<file path="src/rtl/clk_pkg.sv">
// Shared definitions for the clock front-panel blocks.
//   - display mode and digit-pair position encodings with their widths
//   - button index map used by the controller's event vector
//   - small step helpers for the mode and position rings
package clk_pkg;

    localparam int MODE_W  = 2;
    localparam int POS_W   = 2;
    localparam int NUM_BTN = 4;

    // Bit positions in the controller's button/event vector.
    localparam int BTN_MODE = 0;
    localparam int BTN_POS  = 1;
    localparam int BTN_CLR  = 2;
    localparam int BTN_UP   = 3;

    typedef enum logic [MODE_W-1:0] {
        MODE_CLOCK     = 2'b00,
        MODE_SET_TIME  = 2'b01,
        MODE_SET_ALARM = 2'b10,
        MODE_STOPWATCH = 2'b11
    } mode_e;

    typedef enum logic [POS_W-1:0] {
        POS_SEC  = 2'b00,
        POS_MIN  = 2'b01,
        POS_HOUR = 2'b10
    } pos_e;

    function automatic logic is_setting(input mode_e m);
        return (m == MODE_SET_TIME) || (m == MODE_SET_ALARM);
    endfunction

    function automatic mode_e next_mode(input mode_e m);
        case (m)
            MODE_CLOCK:     return MODE_SET_TIME;
            MODE_SET_TIME:  return MODE_SET_ALARM;
            MODE_SET_ALARM: return MODE_STOPWATCH;
            default:        return MODE_CLOCK;
        endcase
    endfunction

    // 2'b11 is unreachable; fold it back to the start of the ring.
    function automatic pos_e next_pos(input pos_e p);
        case (p)
            POS_SEC: return POS_MIN;
            POS_MIN: return POS_HOUR;
            default: return POS_SEC;
        endcase
    endfunction

endpackage

</file>
<file path="src/rtl/btn_edge.sv">
// Button conditioner: 2-flop synchronizer followed by a rising-edge pulse.
//   clk, rst : system clock, async active-high reset
//   i_lvl    : debounced button level, asynchronous to clk
//   o_rise   : one-cycle pulse, high between edges N+1 and N+2 when i_lvl
//              was first seen high at edge N
module btn_edge (
    input  logic clk,
    input  logic rst,
    input  logic i_lvl,
    output logic o_rise
);

    logic sync1_q, sync1_d;
    logic sync2_q, sync2_d;
    logic prev_q,  prev_d;

    always_comb begin
        sync1_d = i_lvl;
        sync2_d = sync1_q;
        prev_d  = sync2_q;
    end

    always_ff @(posedge clk or posedge rst) begin
        if (rst) begin
            sync1_q <= 1'b0;
            sync2_q <= 1'b0;
            prev_q  <= 1'b0;
        end else begin
            sync1_q <= sync1_d;
            sync2_q <= sync2_d;
            prev_q  <= prev_d;
        end
    end

    assign o_rise = sync2_q & ~prev_q;

endmodule

</file>
<file path="src/rtl/mode_pos_ctrl.sv">
// Front-panel controller for the six-digit clock display.
// Turns four buttons into display mode / digit-pair position, increment and
// clear strobes, a stopwatch run flag, an idle auto-return and a blink phase.
//   clk, rst        : system clock, async active-high reset
//   i_sw_mode/pos/up/clr : debounced button levels (asynchronous)
//   i_sec_tick      : one-cycle pulse per second
//   o_mode          : 00 CLOCK, 01 SET_TIME, 10 SET_ALARM, 11 STOPWATCH
//   o_position      : 00 seconds, 01 minutes, 10 hours pair
//   o_inc_sec/min/hour : one-cycle increment strobes for the selected field
//   o_sw_run, o_sw_clr : stopwatch run flag and one-cycle clear strobe
//   o_blink         : digit-on phase for the selected pair
module mode_pos_ctrl
    import clk_pkg::*;
#(
    parameter int IDLE_SEC   = 30,
    parameter int BLINK_HALF = 25_000_000
) (
    input  logic              clk,
    input  logic              rst,
    input  logic              i_sw_mode,
    input  logic              i_sw_pos,
    input  logic              i_sw_up,
    input  logic              i_sw_clr,
    input  logic              i_sec_tick,
    output logic [MODE_W-1:0] o_mode,
    output logic [POS_W-1:0]  o_position,
    output logic              o_inc_sec,
    output logic              o_inc_min,
    output logic              o_inc_hour,
    output logic              o_sw_run,
    output logic              o_sw_clr,
    output logic              o_blink
);

    localparam int         BW         = $clog2(BLINK_HALF > 1 ? BLINK_HALF : 2);
    localparam logic [BW-1:0] BLINK_LAST = BW'(BLINK_HALF - 1);
    localparam logic [7:0] IDLE_LAST  = 8'(IDLE_SEC - 1);

    logic [NUM_BTN-1:0] sw_raw, ev;

    assign sw_raw = {i_sw_up, i_sw_clr, i_sw_pos, i_sw_mode};

    for (genvar g = 0; g < NUM_BTN; g++) begin : g_btn
        btn_edge u_btn (
            .clk    (clk),
            .rst    (rst),
            .i_lvl  (sw_raw[g]),
            .o_rise (ev[g])
        );
    end

    mode_e         mode_q, mode_d;
    pos_e          pos_q, pos_d;
    logic          run_q, run_d;
    logic          clr_q, clr_d;
    logic [2:0]    inc_q, inc_d;
    logic [7:0]    idle_q, idle_d;
    logic [BW-1:0] bcnt_q, bcnt_d;
    logic          blink_q, blink_d;
    logic          setting, accepted;

    always_ff @(posedge clk or posedge rst) begin
        if (rst) begin
            mode_q  <= MODE_CLOCK;
            pos_q   <= POS_SEC;
            run_q   <= 1'b0;
            clr_q   <= 1'b0;
            inc_q   <= '0;
            idle_q  <= '0;
            bcnt_q  <= '0;
            blink_q <= 1'b1;
        end else begin
            mode_q  <= mode_d;
            pos_q   <= pos_d;
            run_q   <= run_d;
            clr_q   <= clr_d;
            inc_q   <= inc_d;
            idle_q  <= idle_d;
            bcnt_q  <= bcnt_d;
            blink_q <= blink_d;
        end
    end

    // Next state. The if/else chain is the event priority: only the winning
    // event is acted on, even when the winner itself is ignored in this mode.
    always_comb begin
        mode_d   = mode_q;
        pos_d    = pos_q;
        run_d    = run_q;
        idle_d   = idle_q;
        inc_d    = '0;
        clr_d    = 1'b0;
        accepted = 1'b0;
        setting  = is_setting(mode_q);

        if (ev[BTN_MODE]) begin
            mode_d   = next_mode(mode_q);
            pos_d    = POS_SEC;
            accepted = 1'b1;
        end else if (ev[BTN_POS]) begin
            if (setting) begin
                pos_d    = next_pos(pos_q);
                accepted = 1'b1;
            end
        end else if (ev[BTN_CLR]) begin
            if (mode_q == MODE_STOPWATCH) begin
                clr_d = 1'b1;
                run_d = 1'b0;
            end
        end else if (ev[BTN_UP]) begin
            if (setting) begin
                accepted = 1'b1;
                case (pos_q)
                    POS_SEC: inc_d[0] = 1'b1;
                    POS_MIN: inc_d[1] = 1'b1;
                    default: inc_d[2] = 1'b1;
                endcase
            end else if (mode_q == MODE_STOPWATCH) begin
                run_d = ~run_q;
            end
        end

        // An accepted event beats a coincident tick, so no timeout then.
        if (!setting || accepted) begin
            idle_d = '0;
        end else if (i_sec_tick) begin
            if (idle_q == IDLE_LAST) begin
                mode_d = MODE_CLOCK;
                pos_d  = POS_SEC;
                idle_d = '0;
            end else begin
                idle_d = idle_q + 8'd1;
            end
        end

        // Any change of mode or position restarts the blink phase digit-on.
        bcnt_d  = bcnt_q;
        blink_d = blink_q;
        if (!is_setting(mode_d) || (mode_d != mode_q) || (pos_d != pos_q)) begin
            bcnt_d  = '0;
            blink_d = 1'b1;
        end else if (bcnt_q == BLINK_LAST) begin
            bcnt_d  = '0;
            blink_d = ~blink_q;
        end else begin
            bcnt_d = bcnt_q + BW'(1);
        end
    end

    always_comb begin
        o_mode     = mode_q;
        o_position = pos_q;
        o_inc_sec  = inc_q[0];
        o_inc_min  = inc_q[1];
        o_inc_hour = inc_q[2];
        o_sw_run   = run_q;
        o_sw_clr   = clr_q;
        o_blink    = blink_q;
    end

endmodule

</file>
<file path="config.mk">
export PLATFORM = sky130hd
export DESIGN_NAME = mode_pos_ctrl
export DESIGN_NICKNAME = d
export VERILOG_FILES = /design/src/rtl/clk_pkg.sv /design/src/rtl/btn_edge.sv /design/src/rtl/mode_pos_ctrl.sv
export SDC_FILE = /design/constraint.sdc
export NUM_CORES = 1
export LEC_CHECK = 0
export ABC_AREA = 1
export CAP_MARGIN = 40
export CORE_MARGIN = 1
export CORE_UTILIZATION = 60
export CTS_BUF_LIST = sky130_fd_sc_hd__clkbuf_8
export DETAILED_ROUTE_END_ITERATION = 16
export PLACE_DENSITY = 0.89
export SKIP_LAST_GASP = 1
export SYNTH_ARGS = -nofsm -noshare
export SYNTH_HDL_FRONTEND = slang
export SYNTH_SLANG_ARGS = --single-unit
</file>
<file path="constraint.sdc">
create_clock -name clk -period 2.5 [get_ports clk]
set_clock_uncertainty 0.2 [all_clocks]
set_input_delay 0.75 -clock clk [delete_from_list [all_inputs] [get_ports clk]]
set_output_delay 0.75 -clock clk [all_outputs]
set_load 0.01 [all_outputs]
</file>
; ---- Yosys cells after proc, flatten, opt, wreduce, memory -nomap -nowiden
; Index checks and enable logic that the tools add are counted.
[totals]
output_inout_bits = 10
inputBits = 7
wordCells = 102
ff_bits = 55
[op_classes]
mux = 41
add_sub_neg = 2
reduce_logical = 14
bitwise_logic = 12
eq_ne = 13
[ops]
columns = cell, count
row1 = $mux 25, 2
row2 = $add 25x1->25 const B, 1
row3 = $eq 25x25->1 const B, 1
row4 = $mux 8, 3
row5 = $mux 2, 10
row6 = $mux 1, 19
row7 = $mux 3, 5
row8 = $add 8x1->8 const B, 1
row9 = $eq 8x5->1 const B, 1
row10 = $not 1->1, 8
row11 = $eq 2x1->1 const B, 3
row12 = $eq 2x2->1 const B, 3
row13 = $pmux 2 s3, 1
row14 = $reduce_and 6->1, 1
row15 = $reduce_bool 2->1, 3
row16 = $logic_or 1x1->1, 5
row17 = $and 1x1->1, 4
row18 = $logic_not 2->1, 2
row19 = $ne 2x2->1, 2
row20 = $ne 2x2->1 const B, 2
row21 = $pmux 2 s2, 1
row22 = $logic_not 1->1, 2
row23 = $ne 2x1->1 const B, 1
row24 = $reduce_or 2->1, 1

; ---- Depth between registers and ports, before layout
; Gate-level depths: netlist of the first run.
[depth]
word_depth = 15
mapped_depth = 14
mapped_depth_nobuf = 13

; ---- Modules after synthesis
; A second synthesis of the first run with hierarchy kept.
[hier_totals]
cells_unflattened = 394
area_unflattened_um2 = 3114.2
[by_module_without_submodules]
columns = module, cells_each, n_inst, area_each_um2, seq_area_each_um2
row1 = mode_pos_ctrl, 370, 1, 2758.9, 1077.3
row2 = btn_edge, 6, 4, 88.8, 75.1

; ---- Least setup slack after synthesis of the first run
; No wires, ideal clock.
[synth_path]
path_type = reg-to-reg
startpoint = register mode_q[0], in the netlist o_mode[0]
endpoint = register bcnt_q[7]
path_slack_ns = 0.360
setup_time_ns = 0.124
synth_period_minus_slack_ns = 2.140
required_time_ns = 2.176
t_arrival_ns = 1.816
stages_incl_launch_ff = 13
path_buffers = 1
cell_sequence = dfrtp_1 inv_1 ha_1 nand3_1 nor2_4 nand2_4 nand2_1 nand2_2 nand2_2 inv_2 nand3_4 buf_12 nor2_4
[synth_between]
elab_chain_cells = 15
elab_cells_between_ends = 31
cone_classes = eq/ne: 6 / mux: 17 / reduce/logical: 8
[synth_rtl]
columns = element, line
row1 = start: declaration, mode_pos_ctrl.sv:52  ; mode_e mode_q, mode_d;
row2 = start signal: assignment, mode_pos_ctrl.sv:73  ; mode_q <= mode_d;
row3 = $eq 2x1->1 / $eq 2x2->1 (equally long branches), "clk_pkg.sv:31, clk_pkg.sv:35"
row4 = $logic_or 1x1->1, clk_pkg.sv:31  ; return (m == MODE_SET_TIME) || (m == MODE_SET_ALARM);
row5 = $mux 1, "mode_pos_ctrl.sv:101, mode_pos_ctrl.sv:111"
row6 = $mux 1, mode_pos_ctrl.sv:110  ; end else if (ev[BTN_UP]) begin
row7 = $mux 1, mode_pos_ctrl.sv:105  ; end else if (ev[BTN_CLR]) begin
row8 = $mux 1, mode_pos_ctrl.sv:100  ; end else if (ev[BTN_POS]) begin
row9 = $mux 1, mode_pos_ctrl.sv:96  ; if (ev[BTN_MODE]) begin
row10 = $logic_or 1x1->1, mode_pos_ctrl.sv:124  ; if (!setting || accepted) begin
row11 = $mux 2, mode_pos_ctrl.sv:124
row12 = $eq 2x1->1 / $eq 2x2->1 (equally long branches), clk_pkg.sv:31
row13 = $logic_or 1x1->1, clk_pkg.sv:31
row14 = $logic_not 1->1, mode_pos_ctrl.sv:139  ; if (!is_setting(mode_d) || (mode_d != mode_q) || (pos_d != pos_q)) begin
row15 = $logic_or 1x1->1, mode_pos_ctrl.sv:139
row16 = $logic_or 1x1->1 (*), mode_pos_ctrl.sv:139
row17 = $mux 25 (*), mode_pos_ctrl.sv:139
row18 = net bcnt_d[7], mode_pos_ctrl.sv:58  ; logic [BW-1:0] bcnt_q, bcnt_d;
row19 = end signal: assignment, mode_pos_ctrl.sv:79  ; bcnt_q <= bcnt_d;
row20 = end: declaration, mode_pos_ctrl.sv:58
; Mark *: on every way through the listed nets, which the timed path passes. The rest lies on a longest branch.
; A chain may end at the register's enable or synchronous reset.

; ---- Final worst setup path of the first run
[layout_path]
startpoint = register blink_q, in the netlist o_blink
endpoint = output o_blink
[layout_rtl]
columns = element, line
row1 = start: declaration, mode_pos_ctrl.sv:59  ; logic blink_q, blink_d;
row2 = start signal: assignment, mode_pos_ctrl.sv:80  ; blink_q <= blink_d;
row3 = end: declaration, mode_pos_ctrl.sv:32  ; output logic o_blink
; No word-level cell between the ends.

==> metrics.cfg, run 1 <==
[final_layout]
drive_gt1_share_pct = 16.1
syn_to_final_growth_pct = 12.5
utilization_pct = 70.4
diodes = 0
nNetsFinal = 429
seqCellArea_sq_um = 1380
multiInputGateArea_sq_um = 1540
fillers = 383

[sta]
post-route-min-period_ns = 2.38
fmax_mhz = 421
hold_viol_final = 0
rsz0062_at_grt = no
relSlewSlack_pct = 73.9
tightest_slew_ns = 0.389
setup-violations-final = 0
period_share_pct = 95.0
slew_violations = 0
tns_ns = 0

[logic_synthesis]
synthCells = 390
ys_seq_area_share_pct = 43.1
post-synth-top-area-cell = dfrtp_1
synthFlopType = dfrtp_1
synth_area_sq_um = 3200
synth_area_leaders = dfrtp_1 (42%), nand2_1 (9.9%), nor2_4 (7.8%), inv_1 (6.3%), nand3_1 (5.6%)
yosys.area.top_type_share_pct = 42.3
yosysUniqueCellTypes = 35
syn_area_per_cell_sq_um = 8.19
ys_ff_latch = 55
synth_edf_count = 0
syn-num-nets = 404
yosys_warnings = 0
synthArstFlopShare_pct = 100

[drt]
wl_per_cell_um = 13.6
drtIter0Drc = 226
route.detailed.drc = 0
via_count = 2626
firstDrtPassIters = 4
ant_nets = 0
wirelength_mm = 6.63
vias_per_cell = 5.40

[die]
core_sq_um = 5110
rows = 26
dieWidth_um = 75.0
initial_core_util_pct = 62.6
fp.dieH_um = 75.0
ioPinCount = 17
die-area_sq_um = 5620

[clock_network]
clk_latency_ns = 0.32
cts_setup_buffers = 0
cts_tree = built
cts_max_level = 2
path_clk_slew_ns = 0.11
cts_buffers = 5
cts_root_buf = clkbuf_8
cts_max_path_buffers = 2
cts_sinks = 55

[power_and_ir_drop]
vdd_drop_max_mv = 0.367
power_leakage_uw = 0.00164
p_total_uw = 2590
power_per_cell_area_nw_per_um2 = 721

[place]
io_buffers = 16
hpwl_mm = 4.83
gp_congestion = 0.999

[global_routing]
antenna_found_initial = 0
grt_max_degree = 28
grt_pass1_vias = 2544
grt_pass1_wl_mm = 11.1
gr-usage-all-layers_pct = 26.0
grt_overflow = 0

[setup_path]
worstPathMaxFanout = 3
end_kind = primary output
crit_buf_inv = 1
crit_path_max_incr_delay_ns = 0.57
cp.arrival_ns = 1.43
crit_chain = clkdlybuf4s50_1
cp-start-kind = register
required_ns = 1.55
critical-path-top-delay-family = flip-flops
cp_slowest_cell = dfstp_2
worstSetupPathType = reg -> out

[status]
status = completed

[hold_path]
min_path_type = reg -> reg

[run]
maxCapViolations = 0

==> worst paths after layout <==
path                                   startpoint                     to  slack (ns)  cells after the start
max                                       o_blink                o_blink        0.12                      1
min                        g_btn[0].u_btn.sync1_q  g_btn[0].u_btn.prev_d        0.16                      0
max reg2reg                             o_mode[1]             bcnt_q[24]        0.20                     14
min reg2reg                g_btn[0].u_btn.sync1_q  g_btn[0].u_btn.prev_d        0.16                      0
max in group asynchronous                     rst               o_sw_clr        1.08                      3
min in group asynchronous                     rst  g_btn[0].u_btn.prev_q        0.50                      2
==> cell usage in the layout (no fill, tap or decap), drive strengths merged, types with 2 or more instances in the layout <==
master	instances
a31oi	2
nand3	39
buf	6
nor3	16
ha	7
nor4	2
nand4	9
inv	62
clkdlybuf4s50	16
nand2	94
a21oi	7
and3	2
dfrtp	54
clkbuf	5
nand3b	5
nor2	64
xor2	8
o21ai	10
==> metal layers <==
| metal | share of wire, % | routed length, um | global-route usage [%] | up-vias |
|---|---|---|---|---|
| met5 | 0 | 0 | 0 | - |
| met4 | 2.2 | 143 | 9.85 | 0 |
| met3 | 6.2 | 412 | 4.95 | 18 |
| met2 | 48 | 3160 | 43.2 | 94 |
| met1 | 44 | 2910 | 33.7 | 1236 |
| li1 | - | - | - | 1278 |
==> power breakdown <==
| part | total, uW | switching (uW) | internal (uW) |
|---|---|---|---|
| clock network | 631 | 322 | 309 |
| logic | 930 | 596 | 334 |
| registers | 1030 | 73.4 | 957 |
==> flip-flops by register name (all words and copies together) (netlist names) <==
register / cells
idle_q: 8
bcnt_q: 25
g_btn.u_btn.prev_q: 4
g_btn.u_btn.prev_d: 4
o_blink: 1
o_position: 2
o_sw_run: 1
o_mode: 2
g_btn.u_btn.sync1_q: 4
o_sw_clr: 1
inc_q: 3
==> layout make-up <==
cell class,count,area share (%)
sequential,55,38.3
inverter,60,6.26
clock inverter,3,1.39
tap,70,2.44
clock buffer,5,1.91
timing repair buffer,22,6.75
multi-input combinational,271,42.9
==> synthesized netlist by cell type, types with 2 or more instances <==
cell type and count:
a21oi_1 7, a31oi_1 2, buf_12 2, buf_2 2, dfrtp_1 54, ha_1 7, inv_1 54, inv_2 6
nand2_1 84, nand2_2 7, nand2_4 3, nand3_1 36, nand3_2 2, nand3b_1 5, nand4_1 8, nor2_1 40
nor2_2 2, nor2_4 22, nor3_1 13, nor3_2 3, nor4_1 2, o21ai_0 9, xor2_1 8
==> cells by family after synthesis <==
kind of cell / synth area share (%)
xor+xnor: 2.47
flops: 43.1
fa+ha+maj: 2.74
compound gates: 3.76
buf+inv: 8.61
simple gates: 39.3
==> what timing repair did <==
action | 4_1_cts | 5_1_grt
gates resized for setup | 0 | 1
endpoints found under the setup margin | 0 | 2
hold buffers | 0 | 0
==> metrics by stage <==
step	hold WS (ns)	cell area, sq um	std cells	setup WS, ns
after CTS	0.160	3590	486	0.121
after global routing	0.165	3600	486	0.0385
after global placement	0.132	3480	478	0.0787
after detailed placement	0.135	3480	478	0.0406
final	0.159	3600	486	0.125
after floorplan	0.131	3200	390	0.209
(Power assumes the default switching activity.)
==> inputs of run 2 (changes only) <==
--- a/config.mk
+++ b/config.mk
@@ -11,3 +11,3 @@
 export CORE_UTILIZATION = 60
-export CTS_BUF_LIST = sky130_fd_sc_hd__clkbuf_8
+export CTS_BUF_LIST = sky130_fd_sc_hd__clkbuf_4 sky130_fd_sc_hd__clkbuf_8
 export DETAILED_ROUTE_END_ITERATION = 16
--- a/constraint.sdc
+++ b/constraint.sdc
@@ -4,2 +4,2 @@
 set_output_delay 0.75 -clock clk [all_outputs]
-set_load 0.01 [all_outputs]
+set_load 0.05 [all_outputs]
==> metrics.cfg, run 2 (synthesized netlist as in run 1, its figures left out) <==
[power_and_ir_drop]
power_per_cell_area_nw_per_um2 = 733  ; +1.7%
power_leakage_uw = 0.00165  ; +0.20%
vdd_drop_max_mv = 0.458  ; +25%

[run]
maxCapViolations = 0  ; unchanged

[clock_network]
cts_buffers = 5  ; unchanged
cts_root_buf = clkbuf_8
cts_max_level = 2  ; unchanged
path_clk_slew_ns = 0.11  ; about the same
cts_max_path_buffers = 2  ; unchanged
cts_tree = built
clk_latency_ns = 0.31  ; about the same
cts_hold_buf = 0  ; unchanged
cts_sinks = 55  ; unchanged

[drt]
route.detailed.drc = 0  ; unchanged
drtIter0Drc = 285  ; +26%
firstDrtPassIters = 4  ; unchanged
ant_nets = 0  ; unchanged
wl_per_cell_um = 13.3  ; -2.7%
wirelength_mm = 6.46  ; -2.5%
via_count = 2618  ; -0.30%
vias_per_cell = 5.38  ; -0.51%

[sta]
tns_ns = 0  ; unchanged
rsz0062_at_grt = no
fmax_mhz = 412  ; -2.2%
hold_viol_final = 0  ; unchanged
post-route-min-period_ns = 2.43  ; +0.0537 ns
setup-violations-final = 0  ; unchanged
period_share_pct = 97.2  ; +2.1 points
relSlewSlack_pct = 66.8  ; -7.1 points
tightest_slew_ns = 0.497  ; +0.107 ns
fin_hold_ws_ns = 0.151  ; -0.00794 ns
slew_violations = 0  ; unchanged

[die]
initial_core_util_pct = 62.6  ; unchanged
dieWidth_um = 75.0  ; unchanged
ioPinCount = 17  ; unchanged
fp.dieH_um = 75.0  ; unchanged
core_sq_um = 5110  ; unchanged
die-area_sq_um = 5620  ; unchanged
rows = 26  ; unchanged

[final_layout]
drive_gt1_share_pct = 18.0  ; +1.9 points
syn_to_final_growth_pct = 12.4
most-common-layout-cells = nand2_1 (84), inv_1 (53), dfrtp_1 (53), nor2_1 (39), nand3_1 (36)
utilization_pct = 70.3  ; -0.074 points
final_common_cell = nand2_1
reg.largest.list = bcnt_q (25), idle_q (8)
diodes = 0  ; unchanged
fillers = 385  ; +0.52%
largest_reg_flops = 25  ; unchanged
nNetsFinal = 430  ; +0.23%
regMostFlops = bcnt_q

[place]
io_buffers = 16  ; unchanged
hpwl_mm = 4.83  ; about the same
gp_congestion = 0.995  ; -0.41%

[setup_path]
crit_path_max_incr_delay_ns = 0.80  ; +0.23 ns
crit_chain = clkdlybuf4s50_1
r2r_slack_ns = 0.14  ; -0.06 ns
r2r_start = o_mode[1]
r2r_cells = 14  ; unchanged
timing.rr.end = bcnt_q[3]
required_ns = 1.55  ; about the same
crit_buf_inv = 1  ; unchanged
critical-path-top-delay-family = buffers and inverters
cp_slowest_cell = clkdlybuf4s50_1
worstSetupPathType = reg -> out
cp.arrival_ns = 1.48  ; +0.05 ns
end_kind = primary output
worstPathMaxFanout = 2  ; -1
cp-start-kind = register

[global_routing]
grt_pass1_wl_mm = 10.8  ; -2.4%
grt_pass1_vias = 2392  ; -6.0%
gr-usage-all-layers_pct = 25.4  ; -0.56 points
grt_max_degree = 29  ; +3.6%
grt_overflow = 0  ; unchanged
antenna_found_initial = 0  ; unchanged

[hold_path]
min_path_type = reg -> reg
whs_path_depth = 0  ; unchanged
holdPathEnd = g_btn[3].u_btn.prev_d
hold_start = g_btn[3].u_btn.sync1_q

[status]
status = completed

## run 2: final cells by class
class / count / area (sq um) / area share (%)
Timing Repair Buffer: 23 / 250 / 6.97
Inverter: 60 / 225 / 6.27
Multi-Input combinational cell: 271 / 1550 / 43.2
Sequential cell: 55 / 1380 / 38.4
Tap cell: 70 / 87.6 / 2.44
Clock inverter: 3 / 28.8 / 0.801
Clock buffer: 5 / 68.8 / 1.92
## run 2: per-stage QoR
| step | setup WS, ns | std cells | total power, uW | area, sq um |
|---|---|---|---|---|
| final | 0.0711 | 487 | 2630 | 3590 |
| after floorplan | 0.0348 | 390 | 1840 | 3200 |
| after global placement | 0.0684 | 479 | 2070 | 3480 |
| after CTS | 0.0605 | 487 | 2630 | 3580 |
| after global routing | 0.00818 | 487 | 2790 | 3590 |
| after detailed placement | 0.00416 | 479 | 2100 | 3480 |
## run 2: per-layer routing
metal	share of wire [%]	vias up	track usage [%]
met3	5.6	9	4.82
met2	47	68	40.1
met4	1.1	0	6.50
li1	-	1284	-
met5	0	-	0
met1	46	1257	36.3
## run 2: worst max path at each step
stage	slack, ns	from	endpoint	depth (start not counted)
floorplan	0.03	o_mode[1]	bcnt_q[7]	12
global placement	0.07	i_sec_tick	bcnt_q[2]	11
detailed placement	0.004	i_sec_tick	bcnt_q[3]	11
CTS	0.06	o_sw_run	o_sw_run	1
global route	0.008	o_mode[0]	bcnt_q[2]	14
finish	0.07	o_sw_run	o_sw_run	1
## run 2: repair_timing
item	CTS	global route
setup buffers	0	0
setup endpoints to repair	0	24
gates resized for setup	0	4
## run 2: power by group
part | internal, uW | switching (uW) | leakage (uW)
clock | 208 | 316 | 0.0000502
combinational | 359 | 724 | 0.000872
sequential | 957 | 71.1 | 0.000725
total | 1520 | 1110 | 0.00165
